[config.mk]
export PLATFORM = sky130hd
export DESIGN_NAME = ghr_checkpoint_unit_flat
export DESIGN_NICKNAME = d
export VERILOG_FILES = /design/src/rtl/ghr_checkpoint_if.sv /design/src/rtl/ghr_checkpoint_unit.sv /design/src/flat_wrapper.sv
export SDC_FILE = /design/constraint.sdc
export NUM_CORES = 1
export LEC_CHECK = 0
export ABC_AREA = 1
export CAP_MARGIN = 40
export CORE_ASPECT_RATIO = 0.7
export CORE_MARGIN = 5
export CORE_UTILIZATION = 54
export CTS_CLUSTER_SIZE = 8
export DETAILED_ROUTE_END_ITERATION = 8
export GPL_TIMING_DRIVEN = 0
export HOLD_SLACK_MARGIN = 0.03
export MAX_ROUTING_LAYER = met4
export PLACE_DENSITY = 0.79
export SETUP_SLACK_MARGIN = 0.05
export SYNTH_ARGS = -nofsm -noshare
export SYNTH_HDL_FRONTEND = slang
export SYNTH_SLANG_ARGS = --single-unit
[constraint.sdc]
create_clock -name clk -period 2.3 [get_ports clk]
set_input_delay 0.69 -clock clk [delete_from_list [all_inputs] [get_ports clk]]
set_output_delay 0.69 -clock clk [all_outputs]
set_load 0.05 [all_outputs]
[src/rtl/ghr_checkpoint_if.sv]
// Branch allocate/resolve/flush bus plus predictor training outputs of the GHR checkpoint unit.
// The master side is the pipeline front-end and back-end; the slave side is the checkpoint unit.
interface ghr_checkpoint_if #(
    parameter int HIST_BITS = 11,
    parameter int TAG_BITS  = 3
);
    logic                 alloc_valid_i;
    logic                 alloc_taken_i;
    logic                 alloc_ready_o;
    logic [TAG_BITS-1:0]  alloc_tag_o;
    logic [HIST_BITS-1:0] spec_history_o;
    logic                 resolve_valid_i;
    logic [TAG_BITS-1:0]  resolve_tag_i;
    logic                 resolve_taken_i;
    logic                 resolve_mispredict_i;
    logic [31:0]          resolve_pc_i;
    logic                 flush_i;
    logic                 upd_valid_o;
    logic [31:0]          upd_pc_o;
    logic                 upd_taken_o;
    logic [HIST_BITS-1:0] upd_history_o;
    logic [TAG_BITS:0]    occupancy_o;
    logic                 tag_err_o;

    modport master (
        output alloc_valid_i, alloc_taken_i, resolve_valid_i, resolve_tag_i,
               resolve_taken_i, resolve_mispredict_i, resolve_pc_i, flush_i,
        input  alloc_ready_o, alloc_tag_o, spec_history_o, upd_valid_o, upd_pc_o,
               upd_taken_o, upd_history_o, occupancy_o, tag_err_o
    );

    modport slave (
        input  alloc_valid_i, alloc_taken_i, resolve_valid_i, resolve_tag_i,
               resolve_taken_i, resolve_mispredict_i, resolve_pc_i, flush_i,
        output alloc_ready_o, alloc_tag_o, spec_history_o, upd_valid_o, upd_pc_o,
               upd_taken_o, upd_history_o, occupancy_o, tag_err_o
    );
endinterface

[src/rtl/ghr_checkpoint_unit.sv]
// Speculative GHR with an in-order checkpoint FIFO; repairs history on mispredict/flush, trains gshare one cycle after resolve.
// Allocation stalls via alloc_ready_o when DEPTH branches are in flight; resolve is never backpressured.
module ghr_checkpoint_unit #(
    parameter int HIST_BITS = 11,
    parameter int DEPTH     = 8,
    parameter int TAG_BITS  = 3
) (
    input  logic                  clk,
    input  logic                  rst_n,
    ghr_checkpoint_if.slave       bus
);
    localparam int                CNT_W   = TAG_BITS + 1;
    localparam logic [TAG_BITS-1:0] PTR_ONE = TAG_BITS'(1);

    logic [HIST_BITS-1:0] spec_hist_q, spec_hist_d;
    logic [HIST_BITS-1:0] cmt_hist_q,  cmt_hist_d;
    logic [TAG_BITS-1:0]  wr_ptr_q,    wr_ptr_d;
    logic [TAG_BITS-1:0]  rd_ptr_q,    rd_ptr_d;
    logic [CNT_W-1:0]     count_q,     count_d;
    logic                 upd_valid_q, upd_valid_d;
    logic [31:0]          upd_pc_q,    upd_pc_d;
    logic                 upd_taken_q, upd_taken_d;
    logic [HIST_BITS-1:0] upd_hist_q,  upd_hist_d;
    logic                 tag_err_q,   tag_err_d;
    logic [HIST_BITS-1:0] ckpt_q [DEPTH];

    logic                 full, empty, res_ok, mispredict, alloc_ok;
    logic [HIST_BITS-1:0] rd_ckpt;

    assign full       = (count_q == CNT_W'(DEPTH));
    assign empty      = (count_q == '0);
    assign res_ok     = bus.resolve_valid_i && !empty;
    assign mispredict = res_ok && bus.resolve_mispredict_i;
    // Anything allocated alongside a flush or mispredict is on the wrong path.
    assign alloc_ok   = bus.alloc_valid_i && !full && !bus.flush_i && !mispredict;
    assign rd_ckpt    = ckpt_q[rd_ptr_q];

    always_comb begin
        spec_hist_d = spec_hist_q;
        cmt_hist_d  = cmt_hist_q;
        wr_ptr_d    = wr_ptr_q;
        rd_ptr_d    = rd_ptr_q;
        count_d     = count_q;
        upd_valid_d = res_ok;
        upd_pc_d    = upd_pc_q;
        upd_taken_d = upd_taken_q;
        upd_hist_d  = upd_hist_q;
        tag_err_d   = tag_err_q;

        if (bus.resolve_valid_i && (empty || (bus.resolve_tag_i != rd_ptr_q)))
            tag_err_d = 1'b1;

        if (res_ok) begin
            cmt_hist_d  = (cmt_hist_q << 1) | HIST_BITS'(bus.resolve_taken_i);
            upd_pc_d    = bus.resolve_pc_i;
            upd_taken_d = bus.resolve_taken_i;
            upd_hist_d  = rd_ckpt;
        end

        if (bus.flush_i) begin
            // Committed history already includes this cycle's resolve, if any.
            spec_hist_d = cmt_hist_d;
            rd_ptr_d    = wr_ptr_q;
            count_d     = '0;
        end else if (mispredict) begin
            spec_hist_d = (rd_ckpt << 1) | HIST_BITS'(bus.resolve_taken_i);
            rd_ptr_d    = rd_ptr_q + PTR_ONE;
            wr_ptr_d    = rd_ptr_q + PTR_ONE;
            count_d     = '0;
        end else begin
            if (alloc_ok) begin
                spec_hist_d = (spec_hist_q << 1) | HIST_BITS'(bus.alloc_taken_i);
                wr_ptr_d    = wr_ptr_q + PTR_ONE;
            end
            if (res_ok)
                rd_ptr_d = rd_ptr_q + PTR_ONE;
            count_d = count_q + CNT_W'(alloc_ok) - CNT_W'(res_ok);
        end
    end

    always_ff @(posedge clk or negedge rst_n) begin
        if (!rst_n) begin
            spec_hist_q <= '0;
            cmt_hist_q  <= '0;
            wr_ptr_q    <= '0;
            rd_ptr_q    <= '0;
            count_q     <= '0;
            upd_valid_q <= 1'b0;
            upd_pc_q    <= '0;
            upd_taken_q <= 1'b0;
            upd_hist_q  <= '0;
            tag_err_q   <= 1'b0;
        end else begin
            spec_hist_q <= spec_hist_d;
            cmt_hist_q  <= cmt_hist_d;
            wr_ptr_q    <= wr_ptr_d;
            rd_ptr_q    <= rd_ptr_d;
            count_q     <= count_d;
            upd_valid_q <= upd_valid_d;
            upd_pc_q    <= upd_pc_d;
            upd_taken_q <= upd_taken_d;
            upd_hist_q  <= upd_hist_d;
            tag_err_q   <= tag_err_d;
        end
    end

    // Checkpoint storage carries no reset; occupancy alone qualifies entries.
    always_ff @(posedge clk) begin
        if (alloc_ok)
            ckpt_q[wr_ptr_q] <= spec_hist_q;
    end

    assign bus.alloc_ready_o  = !full;
    assign bus.alloc_tag_o    = wr_ptr_q;
    assign bus.occupancy_o    = count_q;
    assign bus.spec_history_o = spec_hist_q;
    assign bus.upd_valid_o    = upd_valid_q;
    assign bus.upd_pc_o       = upd_pc_q;
    assign bus.upd_taken_o    = upd_taken_q;
    assign bus.upd_history_o  = upd_hist_q;
    assign bus.tag_err_o      = tag_err_q;
endmodule

[src/flat_wrapper.sv]
// flat-port wrapper written by rule: the top's interface ports become plain ports
module ghr_checkpoint_unit_flat 
#(
    parameter int HIST_BITS = 11,
    parameter int DEPTH     = 8,
    parameter int TAG_BITS  = 3
)
  (clk, rst_n, bus_alloc_valid_i, bus_alloc_taken_i, bus_resolve_valid_i, bus_resolve_tag_i, bus_resolve_taken_i, bus_resolve_mispredict_i, bus_resolve_pc_i, bus_flush_i, bus_alloc_ready_o, bus_alloc_tag_o, bus_spec_history_o, bus_upd_valid_o, bus_upd_pc_o, bus_upd_taken_o, bus_upd_history_o, bus_occupancy_o, bus_tag_err_o);
  ghr_checkpoint_if #(.HIST_BITS(HIST_BITS), .TAG_BITS(TAG_BITS)) bus_i ();
  input  logic clk;
  input  logic rst_n;
  input wire logic [$bits(bus_i.alloc_valid_i)-1:0] bus_alloc_valid_i;
  input wire logic [$bits(bus_i.alloc_taken_i)-1:0] bus_alloc_taken_i;
  input wire logic [$bits(bus_i.resolve_valid_i)-1:0] bus_resolve_valid_i;
  input wire logic [$bits(bus_i.resolve_tag_i)-1:0] bus_resolve_tag_i;
  input wire logic [$bits(bus_i.resolve_taken_i)-1:0] bus_resolve_taken_i;
  input wire logic [$bits(bus_i.resolve_mispredict_i)-1:0] bus_resolve_mispredict_i;
  input wire logic [$bits(bus_i.resolve_pc_i)-1:0] bus_resolve_pc_i;
  input wire logic [$bits(bus_i.flush_i)-1:0] bus_flush_i;
  output wire logic [$bits(bus_i.alloc_ready_o)-1:0] bus_alloc_ready_o;
  output wire logic [$bits(bus_i.alloc_tag_o)-1:0] bus_alloc_tag_o;
  output wire logic [$bits(bus_i.spec_history_o)-1:0] bus_spec_history_o;
  output wire logic [$bits(bus_i.upd_valid_o)-1:0] bus_upd_valid_o;
  output wire logic [$bits(bus_i.upd_pc_o)-1:0] bus_upd_pc_o;
  output wire logic [$bits(bus_i.upd_taken_o)-1:0] bus_upd_taken_o;
  output wire logic [$bits(bus_i.upd_history_o)-1:0] bus_upd_history_o;
  output wire logic [$bits(bus_i.occupancy_o)-1:0] bus_occupancy_o;
  output wire logic [$bits(bus_i.tag_err_o)-1:0] bus_tag_err_o;
  assign bus_i.alloc_valid_i = bus_alloc_valid_i;
  assign bus_i.alloc_taken_i = bus_alloc_taken_i;
  assign bus_i.resolve_valid_i = bus_resolve_valid_i;
  assign bus_i.resolve_tag_i = bus_resolve_tag_i;
  assign bus_i.resolve_taken_i = bus_resolve_taken_i;
  assign bus_i.resolve_mispredict_i = bus_resolve_mispredict_i;
  assign bus_i.resolve_pc_i = bus_resolve_pc_i;
  assign bus_i.flush_i = bus_flush_i;
  assign bus_alloc_ready_o = bus_i.alloc_ready_o;
  assign bus_alloc_tag_o = bus_i.alloc_tag_o;
  assign bus_spec_history_o = bus_i.spec_history_o;
  assign bus_upd_valid_o = bus_i.upd_valid_o;
  assign bus_upd_pc_o = bus_i.upd_pc_o;
  assign bus_upd_taken_o = bus_i.upd_taken_o;
  assign bus_upd_history_o = bus_i.upd_history_o;
  assign bus_occupancy_o = bus_i.occupancy_o;
  assign bus_tag_err_o = bus_i.tag_err_o;
  ghr_checkpoint_unit #(.HIST_BITS(HIST_BITS), .DEPTH(DEPTH), .TAG_BITS(TAG_BITS)) u_core (.clk(clk), .rst_n(rst_n), .bus(bus_i));
endmodule
Yosys cells after proc, flatten, opt, wreduce, memory -nomap -nowiden
Memories as Yosys holds them, arrays and structs flattened.
Index checks and enable logic that the tools add are counted.
{"block": "op_classes", "n_addsub": 4, "bitwise": 4, "n_mux": 13, "eq_ne": 2, "n_reduce_logical": 16}
{"operator": "$mux W11", "n": 4}
{"operator": "$or A11 B1 Y11", "n": 3}
{"operator": "$mux W3", "n": 5}
{"operator": "$mux W4", "n": 2}
{"operator": "$add A3 B1 Y3 const B", "n": 2}
{"operator": "$logic_and A1 B1 Y1", "n": 6}
{"operator": "$reduce_bool A3 Y1", "n": 2}
{"operator": "$add A4 B1 Y4", "n": 1}
{"operator": "$eq A4 B4 Y1 const B", "n": 1}
{"operator": "$logic_not A1 Y1", "n": 4}
{"operator": "$logic_not A4 Y1", "n": 1}
{"operator": "$sub A4 B1 Y4", "n": 1}
{"operator": "$ne A3 B3 Y1", "n": 1}
{"operator": "$mux W1", "n": 2}
{"operator": "$reduce_and A2 Y1", "n": 1}
{"operator": "$reduce_bool A2 Y1", "n": 1}
{"operator": "$logic_or A1 B1 Y1", "n": 1}
{"operator": "$not A1 Y1", "n": 1}
{"block": "totals", "mem_count": 1, "out_inout_bits": 65, "ff_bits": 78, "ramBits": 88, "input_bits": 43, "word_cells": 50}
{"memory": "u_core.ckpt_q", "depth": 8, "word_bits": 11, "read_ports": 1, "rd_clocked_by_memory_dff": 0, "wr": 1, "line_no": "ghr_checkpoint_unit.sv:25", "source": "logic [HIST_BITS-1:0] ckpt_q [DEPTH];"}

Logic depth before layout (Yosys ltp)
Gate-level depths: netlist (run 1).
{"block": "depth", "word_depth": 10, "ltp_mapped": 12, "ltp_nobuf": 11}

Least setup slack after synthesis (run 1)
Ideal clock, no wire load.
{"block": "synth_path", "path_kind": "register to register", "from": "register u_core.count_q[2], in the netlist u_core.bus.occupancy_o[2]", "to": "memory u_core.ckpt_q[7][0], enable pin", "period_less_slack_ns": 2.473, "path_slack_ns": -0.173, "arrival_time_ns": 2.095, "setup_time_ns": 0.378, "path_stages_with_launch": 8, "required_ns": 1.922, "path_buffers": 0, "cell_sequence": "dfrtp_1 inv_1 ha_1 nand2_2 nand2_4 nor2_4 nand2_2 nor2_1"}
{"block": "synth_via", "elab_cells_between_ends": 12, "cone_classes": "eq/ne (1); mux (2); reduce/logical (9)"}
{"item": "start, declared", "line_no": "ghr_checkpoint_unit.sv:19", "source": "logic [CNT_W-1:0] count_q, count_d;"}
{"item": "start signal, assigned", "line_no": "ghr_checkpoint_unit.sv:98", "source": "count_q <= count_d;"}
{"item": "$eq A4 B4 Y1", "line_no": "ghr_checkpoint_unit.sv:30", "source": "assign full = (count_q == CNT_W'(DEPTH));"}
{"item": "$logic_not A1 Y1"}
{"item": "via bus_alloc_ready_o", "line_no": "flat_wrapper.sv:20", "source": "output wire logic [$bits(bus_i.alloc_ready_o)-1:0] bus_alloc_ready_o;"}
{"item": "$logic_and A1 B1 Y1 (3 in series)", "line_no": "ghr_checkpoint_unit.sv:35", "source": "assign alloc_ok = bus.alloc_valid_i && !full && !bus.flush_i && !mispredict;"}
{"item": "$mux W1", "line_no": "ghr_checkpoint_unit.sv:109", "source": "if (alloc_ok)"}
{"item": "$mux W1 (not written as such)", "line_no": "ghr_checkpoint_unit.sv:110", "source": "ckpt_q[wr_ptr_q] <= spec_hist_q;"}
{"item": "end, declared", "line_no": "ghr_checkpoint_unit.sv:25"}
The timed path passes the listed nets, and every way through them passes these cells.

Final worst setup path (run 1)
{"block": "layout_path", "from": "register u_core.count_q[2], in the netlist u_core.bus.occupancy_o[2]", "to": "memory u_core.ckpt_q[3][10], enable pin"}
{"block": "layout_via", "elab_chain_len": 8, "elab_cells_between_ends": 12, "cone_classes": "eq/ne (1); mux (2); reduce/logical (9)"}
{"item": "$logic_not A4 Y1", "line_no": "ghr_checkpoint_unit.sv:31", "source": "assign empty = (count_q == '0);"}
{"item": "$logic_not A1 Y1", "line_no": "ghr_checkpoint_unit.sv:32", "source": "assign res_ok = bus.resolve_valid_i && !empty;"}
{"item": "$logic_and A1 B1 Y1", "line_no": "ghr_checkpoint_unit.sv:32"}
{"item": "$logic_and A1 B1 Y1", "line_no": "ghr_checkpoint_unit.sv:33", "source": "assign mispredict = res_ok && bus.resolve_mispredict_i;"}
{"item": "$logic_not A1 Y1", "line_no": "ghr_checkpoint_unit.sv:35"}
{"item": "$logic_and A1 B1 Y1 *", "line_no": "ghr_checkpoint_unit.sv:35"}
{"item": "$mux W1 *", "line_no": "ghr_checkpoint_unit.sv:109"}
{"item": "$mux W1 (not written as such) *", "line_no": "ghr_checkpoint_unit.sv:110"}
Every way passes the cells marked *; elsewhere a longest branch is shown, timed or not.

==> impl_metrics.csv, run 1 <==
group,metric,value,unit
worst_setup_path,cp_max_fo,11,
timing,max_clock_freq,414.9,MHz
timing,max_slew_margin,45.45,%
route,avgRoutedWirePerCell,17.05,um
route,vias,5684,
timing,rsz0062_at_grt,"true",
yosys,postSynth.asyncResetShare,46.99,%
clocking,root_buffer,"clkbuf_16",
yosys,synth.top_cells.by_count,"nand2_1, nand3_1, edfxtp_1",
yosys,yosys.area.top_type_share,36.10,%
clocking,cts.clk_slew.worst_paths,70,ps
yosys,seq_area_frac_synth,62.76,%
floorplanning,io_pins,108,
place,hpwl,12760,um
route,drtAntennaViolNets,0,
floorplanning,core,0.01323,sq mm
yosys,synthCells,769,
route,wl,18650,um
flow_run,maxCapViolations,0,
worst_setup_path,endpoint_kind,"flip-flop",
power,ir_drop,0.0008022,V
yosys,synth-main-ff-cell,"edfxtp_1",
grt,grt_pass1_wl,29230,um
yosys,synth_top_cells_by_area,"edfxtp_1, dfrtp_1, nand2_1",
timing,clock_skew,9.022,ps
final_layout,finalNetCount,947,
yosys,synth_most_common_cell,"nand2_1",
timing,fin_tns_setup,-2848,ps
yosys,syn_nets,820,
yosys,ys_warn_count,0,
place,portBuffers,106,
floorplanning,dieArea,0.01602,sq mm
clocking,htree_levels,4,
route,post-route-drc-count,0,
yosys,postSynthAreaPerCell,9.520,sq um
grt,antenna_found_initial,0,
power,power.leakage,4.322,nW
grt,grt_usage,24.63,%
clocking,cts_buffer_depth,2,
grt,grt_pass1_vias,5603,
yosys,netlist_area,0.007321,sq mm
place,pre_cts_slack,-604.4,ps
final_layout,drive_gt1_share,12.32,%
timing,period_minus_slack,2410,ps
yosys,synth_edf_count,88,
clocking,cts_sinks,166,
yosys,yosysTopAreaCell,"edfxtp_1",
timing,finalSetupViolations,44,
timing,fin_ws,-110.5,ps
clocking,clock_latency,420,ps
worst_hold_path,hp-class,"input pin to async pin",
floorplanning,std_cell_rows,35,
power,power_density,1481,mW/mm^2
final_layout,antennaDiodeCount,0,
final_layout,final_util,69.67,%
route,dr.pass1.iters,5,
timing,drv_slew,0,
timing,holdWs,145.6,ps
worst_setup_path,arrival,2470,ps
place,dp.cells,1061,
clocking,cts_tree,"built",
outcome,status,"finished, violations left",
place,gp_congestion,0.8755,
worst_setup_path,cp_data_required_time,2360,ps
yosys,ys_types,33,
worst_setup_path,path_class,"flip-flop to flip-flop",
floorplanning,fp.dieH,107.4,um
timing,finalHoldViolations,0,
yosys,synth-seq-cells,166,
final_layout,finalNonFillerCells,1094,
final_layout,fillCellCount,1045,
clocking,cts_buffers,17,
final_layout,syn_to_final_growth,25.86,%
outcome,violations,"setup timing",
clocking,cts_hold_buf,0,
floorplanning,start_util,55.35,%
route,drtIter0Drc,427,
timing,worst_pin_slew,817.4,ps
route,via_per_inst,5.196,
floorplanning,fp.dieW,149.2,um
timing,fin_crit_sh,104.8,%
grt,overflow,0,
grt,grt_max_degree,60,
worst_setup_path,start_kind,"flip-flop",
cells in the final DEF (no fill, tap or decap), types with 6 or more instances in the layout:
cell | netlist | routed
and2_1 | 10 | 10
buf_2 | 26 | 27
buf_4 | 6 | 6
clkbuf_16 | 0 | 17
clkdlybuf4s15_2 | 0 | 6
clkdlybuf4s50_1 | 0 | 39
dfrtp_1 | 78 | 75
dlygate4sd2_1 | 0 | 53
edfxtp_1 | 88 | 88
inv_1 | 82 | 81
inv_6 | 0 | 7
inv_8 | 0 | 6
nand2_1 | 256 | 255
nand3_1 | 94 | 94
nor2_1 | 60 | 52
nor2_4 | 2 | 6
o21ai_0 | 18 | 18
sequential cells by signal, summed over array words and instances, names as in the netlist, 3 cells and up:
register,count
u_core.bus.alloc_tag_o,3
u_core.bus.occupancy_o,4
u_core.bus.spec_history_o,11
u_core.bus.upd_history_o,11
u_core.bus.upd_pc_o,32
u_core.ckpt_q,88
u_core.cmt_hist_q,11
u_core.rd_ptr_q,3
critical path, stage by stage (launching register included):
cell and delay [ps]:
dfrtp_2 420, inv_2 70, ha_2 190, nand2_4 90
nand3_4 100, buf_6 170, nand2_4 90, nor2_4 130
nand2_2 120, nor2_2 640
stage by stage:
stage	power [mW]	area (sq um)
2_1_floorplan	8.939	7350
3_3_place_gp	11.05	8642
3_5_place_dp	11.20	8667
4_1_cts	13.66	9188
5_1_grt	14.41	9214
6_report	13.65	9214
per-layer routing:
layer / global-route usage (%) / vias up / part of all wire (%)
met3: 6.818 / 30 / 7.8
met1: 33.97 / 2714 / 45
met2: 36.72 / 237 / 45
met4: 6.074 / 0 / 1.7
li1: - / 2703 / -
met5: - / - / 0
what timing repair did:
action                                  in CTS  in global routing
buffers inserted                             0                  2
pin swaps                                    0                  3
endpoints found under the setup margin     154                 75
gates resized for setup                     85                 14
path summary, 6_finish.rpt:
path | start | endpoint | slack (ps) | depth (start not counted)
max | u_core.bus.occupancy_o[2] | u_core.ckpt_q[3][10] | -110 | 9
min | rst_n | u_core.bus.upd_pc_o[3] | 150 | 1
max reg2reg | u_core.bus.occupancy_o[2] | u_core.ckpt_q[3][10] | -110 | 9
min reg2reg | u_core.bus.tag_err_o | u_core.bus.tag_err_o | 460 | 1
max in group asynchronous | rst_n | u_core.bus.spec_history_o[7] | 1570 | 2
min in group clk | u_core.bus.tag_err_o | u_core.bus.tag_err_o | 460 | 1
where the power goes:
group / internal [mW] / switching (mW) / total, mW
combinational: 1.68 / 4.41 / 6.09
clock: 1.46 / 1.34 / 2.80
sequential: 4.10 / 0.656 / 4.76
total: 7.24 / 6.40 / 13.6
layout make-up:
class | count | area [sq um] | area share (%)
buffer | 36 | 193.9 | 2.105
clock buffer | 17 | 425.4 | 4.617
clock inverter | 15 | 150.1 | 1.630
inverter | 86 | 326.6 | 3.544
multi-input combinational | 480 | 2248 | 24.40
sequential | 166 | 4598 | 49.90
tap | 185 | 231.5 | 2.512
timing repair buffer | 109 | 1040 | 11.28
cells by family (layout without fill, tap and decap cells):
group           Yosys count  count (layout)  share of synthesized area (%)
simple gates            436             436                          25.48
xor+xnor                  6               6                         0.7178
buf+inv                 123             263                          7.178
flops                   166             166                          62.76
fa+ha+maj                 8               8                          1.470
compound gates           30              30                          2.393
Note: power is estimated with default switching activity, not from simulation.
==> run 2, diff against run 1 <==
--- a/config.mk
+++ b/config.mk
@@ -15,8 +15,9 @@
 export GPL_TIMING_DRIVEN = 0
 export HOLD_SLACK_MARGIN = 0.03
 export MAX_ROUTING_LAYER = met4
-export PLACE_DENSITY = 0.79
+export PLACE_DENSITY_LB_ADDON = 0.3
 export SETUP_SLACK_MARGIN = 0.05
+export SKIP_CTS_REPAIR_TIMING = 1
 export SYNTH_ARGS = -nofsm -noshare
 export SYNTH_HDL_FRONTEND = slang
 export SYNTH_SLANG_ARGS = --single-unit
==> run 2 against run 1 <==
Effect of this change: the flow still finishes with violations (setup timing); die area unchanged; register-to-register slack improved by 40 ps; non-clock buffer count is the same; sequential power is essentially flat; clock skew increased by 1.7 ps; highest routed layer unchanged.
==> impl_metrics.csv, run 2 (synthesis gave the netlist of run 1 again) <==
group,metric,value,unit
grt,antenna_found_initial,0,
grt,grt_usage,23.93,%
worst_setup_path,cpPeakStageDelay,610,ps
timing,worst_pin_slew,763.2,ps
outcome,violations,"setup timing",
clocking,cts_tree,"built",
power,ir_drop,0.001074,V
timing,max_clock_freq,421.9,MHz
clocking,htree_levels,4,
timing,finalHoldViolations,0,
power,p_sw_share,45.15,%
timing,drv_slew,0,
route,drtIter0Drc,456,
worst_setup_path,cp_cell_sequence,"inv_2 -> ha_2 -> nand2_4 -> nand3_4 -> buf_6 -> nand2_4 -> nor2_4 -> nand2_2 -> nor2_2",
worst_setup_path,reg2reg_depth,9,
worst_setup_path,r2r_slack,-70,ps
worst_setup_path,cp_num_buf_inv,2,
route,wl,18480,um
place,gp_congestion,0.8874,
grt,overflow,0,
clocking,clock_latency,430,ps
worst_setup_path,slowest_stage,"nor2_2",
final_layout,antennaDiodeCount,0,
worst_setup_path,cp_data_required_time,2360,ps
grt,grt_pass1_vias,5505,
timing,clock_skew,10.75,ps
route,post-route-drc-count,0,
worst_setup_path,start_kind,"flip-flop",
timing,finalSetupViolations,52,
flow_run,maxCapViolations,0,
power,power_density,1477,mW/mm^2
final_layout,fillCellCount,954,
clocking,cts_buffers,17,
power,p_sw,6.281,mW
power,p_seq_share,34.2,%
worst_setup_path,arrival,2430,ps
final_layout,final_area,0.009419,sq mm
worst_setup_path,path_class,"flip-flop to flip-flop",
power,power.leakage,4.888,nW
floorplanning,io_pins,108,
final_layout,layout_common_cells,"nand2_1, nand3_1, edfxtp_1",
power,clkPwrFrac,20.3,%
clocking,cts_sinks,166,
place,hpwl,12800,um
place,dp.cells,1061,
worst_setup_path,crit_top_cell,"nand2_4",
outcome,status,"finished, violations left",
route,via_per_inst,5.238,
grt,grt_pass1_wl,28800,um
floorplanning,start_util,55.35,%
worst_setup_path,r2r-end,"u_core.ckpt_q[4][10]",
clocking,cts.clk_slew.worst_paths,70,ps
final_layout,final_common_cell,"nand2_1",
timing,fin_ws,-70.04,ps
final_layout,finalNonFillerCells,1094,
worst_setup_path,endpoint_kind,"flip-flop",
timing,fin_crit_sh,103.0,%
timing,rsz0062_at_grt,"true",
worst_setup_path,cp.depth,9,
clocking,cts_buffer_depth,2,
final_layout,largest_reg_flops,88,
grt,grt_max_degree,61,
final_layout,final_util,71.22,%
floorplanning,fp.dieH,107.4,um
floorplanning,fp.dieW,149.2,um
timing,max_slew_margin,49.07,%
place,dpl_cell_area,0.008667,sq mm
worst_setup_path,cp_top_family,"simple AND/OR/NAND/NOR gates",
floorplanning,dieArea,0.01602,sq mm
power,p_int,7.629,mW
route,vias,5730,
route,drtAntennaViolNets,0,
final_layout,finalNetCount,947,
floorplanning,core,0.01323,sq mm
worst_setup_path,cp_max_fo,11,
place,portBuffers,106,
clocking,root_buffer,"clkbuf_16",
worst_setup_path,cp-endpoint,"u_core.ckpt_q[4][10]",
worst_setup_path,r2r-start,"u_core.bus.occupancy_o[2]",
final_layout,drive_gt1_share,11.33,%
route,dr.pass1.iters,5,
floorplanning,std_cell_rows,35,
timing,period_minus_slack,2370,ps
final_layout,top_register,"u_core.ckpt_q",
final_layout,syn_to_final_growth,28.66,%
route,avgRoutedWirePerCell,16.89,um
worst_setup_path,crit_start,"u_core.bus.occupancy_o[2]",
worst_hold_path,hp-class,"input pin to async pin",
power,p_comb_share,45.5,%
[run 2: how the worst min path moves through the flow]
stage / slack [ps] / startpoint / cells past startpoint / end
after floorplan: 390 / rst_n / 0 / u_core.bus.alloc_tag_o[0]
after global placement: 440 / u_core.bus.tag_err_o / 1 / u_core.bus.tag_err_o
after detailed placement: 460 / u_core.bus.tag_err_o / 1 / u_core.bus.tag_err_o
after CTS: 130 / rst_n / 1 / u_core.bus.upd_pc_o[15]
after global routing: 140 / rst_n / 1 / u_core.bus.upd_pc_o[15]
final: 130 / rst_n / 1 / u_core.bus.upd_pc_o[15]
[run 2: worst reg2reg max path: stages (launching register included)]
cell	delay, ps
dfrtp_2	420
inv_2	80
ha_2	190
nand2_4	90
nand3_4	100
buf_6	170
nand2_4	90
nor2_4	130
nand2_2	120
nor2_2	610
[run 2: metal layers]
metal  wire length (um)  vias to the layer above  GRT usage [%]
li1                   -                     2704              -
met1               8477                     2767          34.43
met2               8327                      231          34.79
met3               1389                       28          4.966
met4                288                        0          7.054
met5                  0                        -              -
[run 2: layout make-up]
class | instances | area, sq um | area share (%)
repair buffers | 108 | 1241 | 13.18
clock inverters | 12 | 102.6 | 1.089
inverters | 86 | 324.1 | 3.440
flip-flops and latches | 166 | 4598 | 48.82
well taps | 185 | 231.5 | 2.457
clock buffers | 20 | 489.2 | 5.194
multi-input cells | 480 | 2231 | 23.68
plain buffers | 37 | 201.4 | 2.139
[run 2: stage by stage]
stage	worst slack [ps]	TNS, ps	hold WS (ps)	power (mW)
after floorplan	78.98	0	394.4	8.939
after global placement	-2522	-222250	441.7	11.02
after detailed placement	-589.8	-51320	457.2	11.16
after CTS	-365.1	-15100	129.6	13.99
after global routing	-197.9	-11980	137.2	14.64
final	-70.04	-1340	132.6	13.91
[run 2: power groups by stage]
stage,Sequential [mW],Clock (mW),Combinational (mW)
2_1_floorplan,6.46,0,2.48
3_3_place_gp,4.80,0,6.22
3_5_place_dp,4.81,0,6.34
4_1_cts,4.77,2.83,6.39
5_1_grt,4.87,2.95,6.83
6_report,4.76,2.83,6.33
